## config.mk

```make
export PLATFORM = sky130hd
export DESIGN_NAME = m_rep_upload_mq
export DESIGN_NICKNAME = d
export VERILOG_FILES = /design/src/rtl/m_rep_upload_mq.sv
export SDC_FILE = /design/constraint.sdc
export NUM_CORES = 1
export LEC_CHECK = 0
export ABC_AREA = 0
export ABC_CLOCK_PERIOD_IN_PS = 6300
export BUFFER_PORTS_ARGS = -buffer_cell sky130_fd_sc_hd__buf_2
export CORE_MARGIN = 1.5
export CORE_UTILIZATION = 40
export DETAILED_ROUTE_END_ITERATION = 7
export GPL_TIMING_DRIVEN = 1
export PLACE_DENSITY = 0.63
export SLEW_MARGIN = 20
export SYNTH_ARGS = -nofsm -noshare
export SYNTH_HDL_FRONTEND = slang
export SYNTH_SLANG_ARGS = --single-unit
```

## constraint.sdc

```tcl
create_clock -name clk -period 6.3 [get_ports clk]
set_input_delay 1.575 -clock clk [delete_from_list [all_inputs] [get_ports clk]]
set_output_delay 1.575 -clock clk [all_outputs]
set_load 0.05 [all_outputs]
```

## src/rtl/m_rep_upload_mq.sv

```systemverilog
// Memory-side reply uploader: queues up to two whole reply messages and streams them as head/body/tail flits.
// Optional statistics counters are enabled by defining M_REP_UPLOAD_STAT_EN.
module m_rep_upload_mq #(
  parameter int FLIT_W    = 16,
  parameter int MAX_FLITS = 11,
  parameter int CNT_W     = 4
) (
  input  logic                        clk,
  input  logic                        rst,
`ifdef M_REP_UPLOAD_STAT_EN
  output logic [15:0]                 m_rep_msg_cnt,
  output logic [15:0]                 m_rep_flit_cnt,
`endif
  input  logic [FLIT_W*MAX_FLITS-1:0] m_flits_rep,
  input  logic                        v_m_flits_rep,
  input  logic [CNT_W-1:0]            flits_max,
  input  logic                        en_flits_max,
  input  logic                        rep_fifo_rdy,
  output logic [FLIT_W-1:0]           m_flit_out,
  output logic                        v_m_flit_out,
  output logic [1:0]                  m_ctrl_out,
  output logic                        m_rep_upload_state,
  output logic                        m_rep_upload_rdy,
  output logic                        m_rep_upload_ovf
);

  localparam int MSG_W = FLIT_W * MAX_FLITS;
  localparam logic [CNT_W-1:0] LAST_IDX = CNT_W'(MAX_FLITS - 1);

  logic [MSG_W-1:0] mem_q [2];
  logic [CNT_W-1:0] memLen_q [2];
  logic             wrPtr_q, wrPtr_d;
  logic             rdPtr_q, rdPtr_d;
  logic [1:0]       count_q, count_d;
  logic [CNT_W-1:0] idx_q, idx_d;
  logic [CNT_W-1:0] len_q, len_d;
  logic             ovf_q, ovf_d;

  logic             headValid;
  logic [MSG_W-1:0] headMsg;
  logic [CNT_W-1:0] headLen;
  logic [CNT_W-1:0] clampedLen;
  logic [CNT_W-1:0] captureLen;
  logic             accept;
  logic             xfer;
  logic             lastXfer;
  logic [FLIT_W-1:0] flitSel;

  always_comb begin
    headValid  = (count_q != 2'd0);
    headMsg    = mem_q[rdPtr_q];
    headLen    = memLen_q[rdPtr_q];
    clampedLen = (flits_max > LAST_IDX) ? LAST_IDX : flits_max;
    // A length written in the same cycle as a message applies to that message.
    captureLen = en_flits_max ? clampedLen : len_q;
    accept     = v_m_flits_rep && (count_q != 2'd2);
    xfer       = headValid && rep_fifo_rdy;
    lastXfer   = xfer && (idx_q == headLen);
  end

  always_comb begin
    flitSel = '0;
    for (int k = 0; k < MAX_FLITS; k++) begin
      if (idx_q == CNT_W'(k)) flitSel = headMsg[MSG_W-1-FLIT_W*k -: FLIT_W];
    end
  end

  always_comb begin
    wrPtr_d = wrPtr_q;
    rdPtr_d = rdPtr_q;
    count_d = count_q;
    idx_d   = idx_q;
    len_d   = len_q;
    ovf_d   = ovf_q;
    if (en_flits_max) len_d = clampedLen;
    if (v_m_flits_rep && !accept) ovf_d = 1'b1;
    if (accept) wrPtr_d = ~wrPtr_q;
    if (xfer) begin
      if (lastXfer) begin
        idx_d   = '0;
        rdPtr_d = ~rdPtr_q;
      end else begin
        idx_d = idx_q + 1'b1;
      end
    end
    // Accept and pop in the same cycle leave the occupancy unchanged.
    case ({accept, lastXfer})
      2'b10:   count_d = count_q + 2'd1;
      2'b01:   count_d = count_q - 2'd1;
      default: count_d = count_q;
    endcase
  end

  always_ff @(posedge clk or negedge rst) begin
    if (!rst) begin
      wrPtr_q <= 1'b0;
      rdPtr_q <= 1'b0;
      count_q <= 2'd0;
      idx_q   <= '0;
      len_q   <= '0;
      ovf_q   <= 1'b0;
      for (int i = 0; i < 2; i++) begin
        mem_q[i]    <= '0;
        memLen_q[i] <= '0;
      end
    end else begin
      wrPtr_q <= wrPtr_d;
      rdPtr_q <= rdPtr_d;
      count_q <= count_d;
      idx_q   <= idx_d;
      len_q   <= len_d;
      ovf_q   <= ovf_d;
      if (accept) begin
        mem_q[wrPtr_q]    <= m_flits_rep;
        memLen_q[wrPtr_q] <= captureLen;
      end
    end
  end

`ifdef M_REP_UPLOAD_STAT_EN
  logic [15:0] msgCnt_q, msgCnt_d;
  logic [15:0] flitCnt_q, flitCnt_d;

  always_comb begin
    msgCnt_d  = lastXfer ? msgCnt_q + 16'd1 : msgCnt_q;
    flitCnt_d = xfer ? flitCnt_q + 16'd1 : flitCnt_q;
  end

  always_ff @(posedge clk or negedge rst) begin
    if (!rst) begin
      msgCnt_q  <= '0;
      flitCnt_q <= '0;
    end else begin
      msgCnt_q  <= msgCnt_d;
      flitCnt_q <= flitCnt_d;
    end
  end

  assign m_rep_msg_cnt  = msgCnt_q;
  assign m_rep_flit_cnt = flitCnt_q;
`endif

  assign v_m_flit_out       = headValid;
  assign m_flit_out         = headValid ? flitSel : '0;
  assign m_ctrl_out         = !headValid          ? 2'b00 :
                              (idx_q == headLen)  ? 2'b11 :
                              (idx_q == '0)       ? 2'b01 : 2'b10;
  assign m_rep_upload_state = headValid;
  assign m_rep_upload_rdy   = (count_q != 2'd2);
  assign m_rep_upload_ovf   = ovf_q;

endmodule

```

Yosys cells after proc, flatten, opt, wreduce, memory -nomap -nowiden
Index checks and enable logic that the tools add are counted. W data, S select, Z words.

Bits in writable memories: 0. Memories kept: 0. Output and inout port bits: 22. Flip-flop bits (word level): 373. Latch bits: 0. Logic and storage cells: 76. Input port bits: 185. Memory bits (read-only): 0.

Reductions and logical operators: 10. Add/sub/neg operators: 3. Equal/unequal tests: 14. Multipliers: 0. Bitwise gates (word level): 4. Multiplexer cells: 31. Divide/modulo/power cells: 0. Shift-type cells: 0. Order comparisons: 4.

Operator list (number): $mux W176 (4); $bwmux W352 (1); $mux W16 (12); $demux W176 S1 (1); $mux W4 (7); $eq A4 B3 Y1 const B (4); $eq A4 B4 Y1 const B (3); $bwmux W8 (1); $eq A4 B2 Y1 const B (2); $mux W2 (3); $logic_and A1 B1 Y1 (5); $add A4 B1 Y4 const B (1); $demux W4 S1 (1); $eq A4 B1 Y1 const B (1); $eq A4 B4 Y1 (1); $ge A2 B2 Y1 const B (2); $gt A4 B4 Y1 const B (1); $logic_not A4 Y1 (1); $not A1 Y2 (2); $pmux W2 S2 (1); $reduce_bool A2 Y1 (2); $add A2 B1 Y2 const B (1); $eq A2 B1 Y1 const B (1); $eq A2 B2 Y1 const B (1); 6 further kinds (7).

Depth between registers and ports, before layout
Depth in word-level cells: 16. Mapped depth: 10. Mapped depth without buffers: 8.

Worst setup path before layout
OpenSTA, ideal clock, no wires.

Path type: register -> output. From: register idx_q[0]. To: output m_flit_out[10]. Data arrival time: 2622 ps. Cell stages (with the launch flop): 10. Setup slack: 2103 ps. Path through: dfrtp_1 -> inv_1 -> ha_1 -> or4b_4 -> buf_6 -> buf_6 -> o22ai_1 -> o2111a_1 -> nor4_1 -> o22ai_1.

Word-level cells in the longest chain between the ends: 13.

RTL lines: from (decl) (line 35) `logic [CNT_W-1:0] idx_q, idx_d;`; from (signal assigned) (line 110) `idx_q <= idx_d;`; $logic_not A4 Y1 (line 64) `if (idx_q == CNT_W'(k)) flitSel = headMsg[MSG_W-1-FLIT_W*k -: FLIT_W];`; $mux W16 (10 in a row) (line 64); $mux W16 (*) (line 64); $mux W16 (*) (line 144) `assign m_flit_out = headValid ? flitSel : '0;`; to (decl) (line 19) `output logic [FLIT_W-1:0] m_flit_out,`.

Every way passes the cells marked *; elsewhere a longest branch is shown, timed or not.

Worst setup path in the final report
From: register rdPtr_q. To: output m_flit_out[11].

Word-level cells in the longest chain between the ends: 16.

RTL lines: from (decl) (line 33) `logic rdPtr_q, rdPtr_d;`; from (signal assigned) (line 108) `rdPtr_q <= rdPtr_d;`; $not A1 Y2 (not written as such) (*) (line 51) `headMsg = mem_q[rdPtr_q];`; $mux W176 (not written as such) (*) (3 in a row) (line 51); $mux W16 (10 in a row) (line 64); $mux W16 (*) (line 64); $mux W16 (*) (line 144).

Every way passes the cells marked *; elsewhere a longest branch is shown, timed or not. The select of a mux whose other input is x is not followed.

==> impl_results.md <==
* Status: finished, final reports clean
* Pins Over Slew Limit at 0
* FF-to-FF End: count_q[1]
* GP Congestion at 0.842
* Setup TNS at 0 ps
* Die Height at 213 um
* Async set or reset register ratio after synthesis at 1.00
* Pre-antenna DRT Iters at 5
* Power per Cell Area at 597 nW/um^2
* Worst vdd ir at 0.589 mV
* Hold Vio Cnt, Final at 0
* Slew margin rel. at 0.201
* Vias in the first global route at 12.2k
* Average via count per standard cell at 5.44
* Yosys Warn Count at 0
* Post-Synth Adder-Cell Area at 0.00354
* CP endpoint kind: primary output
* Iteration-0 DRC count of the detailed router at 925
* Largest net degree at the start of global routing at 184
* Root Driver: clkbuf_16
* Worst hold-check path type: reg -> reg
* Synth Instances at 1354
* Sequential area share after synthesis at 0.529
* Placed Cells at 2062
* Synth Area in XOR/XNOR at 0.00447
* Fmax at 184 MHz
* CP required at 4720 ps
* Top cells by area, synth: dfrtp_1 (53%), mux2_2 (24%), mux2i_1 (9.4%), nand2_1 (2.0%), buf_2 (1.7%)
* Top cells by count, synth: dfrtp_1 (373), mux2_2 (370), mux2i_1 (165)
* # fillers at 3871
* CP startpoint: rdPtr_q
* Critical path launch point type: flip-flop
* Area used by multi-input combinational logic at 7820 um^2
* Total of max-cap violations at 0
* Die span in x at 213 um
* Reg area at 9340 um^2
* Layout Cells excl Fill at 2141
* Post-synth cell types at 42
* Period utilization at 0.865
* Total track usage at 0.217
* Reg2reg start: rdPtr_q
* CTS clk-pin slew, worst paths at 60 ps
* RSZ-0062 raised after global routing: false
* CTS Hold Bufs at 0
* Synth-to-Final Area Change at 16.5%
* Reg2reg setup slack at 2730 ps
* Dpl hpwl at 33600 um
* Fin crit period at 5450 ps
* Post-cts gate resize count at 0
* Wire per inst at 22.6 um
* Dominant synthesized flop cell: dfrtp_1
* Most frequent cell on the critical path: o22ai_1
* Num rows at 76
* Share of post-route cells with drive strength above 1 at 0.428
* Critical-path maximum fanout at 43
* CP max-delay cell: nor4_1
* Yosys top cell area share at 0.529
* Crit Path Class: reg -> out
* ANT nets after route at 0
* Total gr overflow at 0
* Clock Sinks at 373
* Post-synthesis mux area share at 0.330
* R2r worst-path depth at 9
* Largest family of logic cells by synthesized area: multiplexers
* Core Area at 43300 um^2
* Simple-Gate Fraction of Synth Area at 0.0443
* Slew at the pin closest to its max-slew limit at 1200 ps
* Initial core utilization at 0.408
* Worst setup path end: m_flit_out[11]
* Synth Register Bits at 373
* Net Count, Synth at 1544
* CTS buffer count at 41
* Htree depth at 2
* Critical path cell sequence: buf_12, mux2i_1, o22ai_1, o2111a_1, nor4_1, o22ai_1, buf_2
* Mapped Area at 17600 um^2
* Post-CTS Repair Setup Buffers at 0
* Die area at 45400 um^2
* Syn_area_per_cell at 13.0 um^2
* Compound-Gate Fraction of Synth Area at 0.0596
* Port Buffers at 206
* Dominant cell type by area after synthesis: dfrtp_1
* Vias at 11.6k
* First-pass GRT wire length at 73100 um
* Highest cell delay on the worst timing path at 930 ps
* Clk_skew at 15.5 ps
* Antenna violations before repair at 13
* Final Setup Violations at 0
* Post-Route WL at 48400 um
* Count leader, synth: dfrtp_1
* Nets@finish at 1710
* DRC Markers at 0
* Post-synth EDFFs at 0
* Pleak at 9.00 nW
* CTS tree: yes
* I/O pin cnt at 207
* Clk buf depth at 3
* Arrival time at the worst endpoint at 3870 ps
* Worst-skew pair later-pin latency at 570 ps
logic make-up (layout without fill, tap and decap cells):
family,count (synthesis),count (layout)
compound gates,150,150
xor+xnor,9,9
fa+ha+maj,5,5
buf+inv,109,303
flops,373,373
mux,535,535
other cells,0,8
simple gates,173,173
layout by cell type, fill, tap and decap left out, types with 2 or more instances in the layout:
master and instances:
o22ai_2 2, nor2b_1 4, o22ai_1 31, diode_2 8
xnor2_1 7, inv_1 10, nand2b_1 2, and2_1 5
nor3b_2 2, xor2_1 2, nand2_1 95, a211oi_1 15
nand3_1 20, clkbuf_16 43, and3_1 2, ha_1 5
o221ai_1 16, o21ai_0 9, mux2i_1 165, o2111a_1 15
buf_12 6, mux2_2 370, bufinv_16 3, clkbuf_8 10
clkinv_2 4, nor2_1 21, a21o_1 2, dfrtp_1 372
buf_4 9, a21oi_1 39, clkbuf_1 9, a22oi_1 16
nor4_1 15, buf_2 205
state kept, by name (all words and copies together) (netlist names):
| signal | flops |
|---|---|
| idx_q | 4 |
| len_q | 4 |
| count_q | 2 |
| rdPtr_q | 1 |
| memLen_q | 8 |
| wrPtr_q | 1 |
| m_rep_upload_ovf | 1 |
| mem_q | 352 |
metrics by stage:
step	hold slack [ps]	instance area, um^2	power (W)	utilization	worst slack, ps
2_1_floorplan	450	17600	0.00823	-	2100
3_3_place_gp	457	19200	0.00970	0.443	1390
3_5_place_dp	475	19200	0.00986	0.443	1300
4_1_cts	489	20500	0.0124	0.475	669
5_1_grt	505	20500	0.0130	0.475	647
6_report	487	20600	0.0123	0.475	852
where the power goes:
part / switching [W] / internal [W] / total [W]
registers: 0.000668 / 0.00362 / 0.00429
clock network: 0.000970 / 0.00148 / 0.00245
logic: 0.00310 / 0.00242 / 0.00552
total: 0.00474 / 0.00752 / 0.0123
worst max-delay path: cells and delay by family (launching register included):
family | cells | cell delay (ps)
muxes | 1 | 240
and+or+nand+nor | 1 | 930
buffers and inverters | 2 | 640
AOI/OAI and AO/OA | 3 | 660
DFF | 1 | 780
layout make-up:
type / count / area share
Tap cell: 585 / 0.0356
Clock inverter: 9 / 0.00615
Inverter: 11 / 0.00201
Antenna cell: 8 / 0.000974
Timing Repair Buffer: 221 / 0.0598
Sequential cell: 373 / 0.454
Multi-Input combinational cell: 872 / 0.380
Clock buffer: 62 / 0.0607
layer usage:
layer | vias to the layer above | part of all wire | GRT usage
met2 | 312 | 0.48 | 0.357
met3 | 80 | 0.072 | 0.0646
met1 | 5967 | 0.42 | 0.277
met5 | - | 0.0015 | 0
li1 | 5274 | - | -
met4 | 12 | 0.024 | 0.0592
worst min path at each step:
stage                     slack [ps]  depth (start not counted)              from                to
after floorplan                  450                          2       memLen_q[0]       memLen_q[0]
after global placement           460                          1  m_rep_upload_ovf  m_rep_upload_ovf
after detailed placement         470                          1  m_rep_upload_ovf  m_rep_upload_ovf
after CTS                        490                          2       memLen_q[3]       memLen_q[3]
after global routing             510                          1  m_rep_upload_ovf  m_rep_upload_ovf
final                            490                          1  m_rep_upload_ovf  m_rep_upload_ovf
No activity file was read; power rests on OpenSTA's default activity.
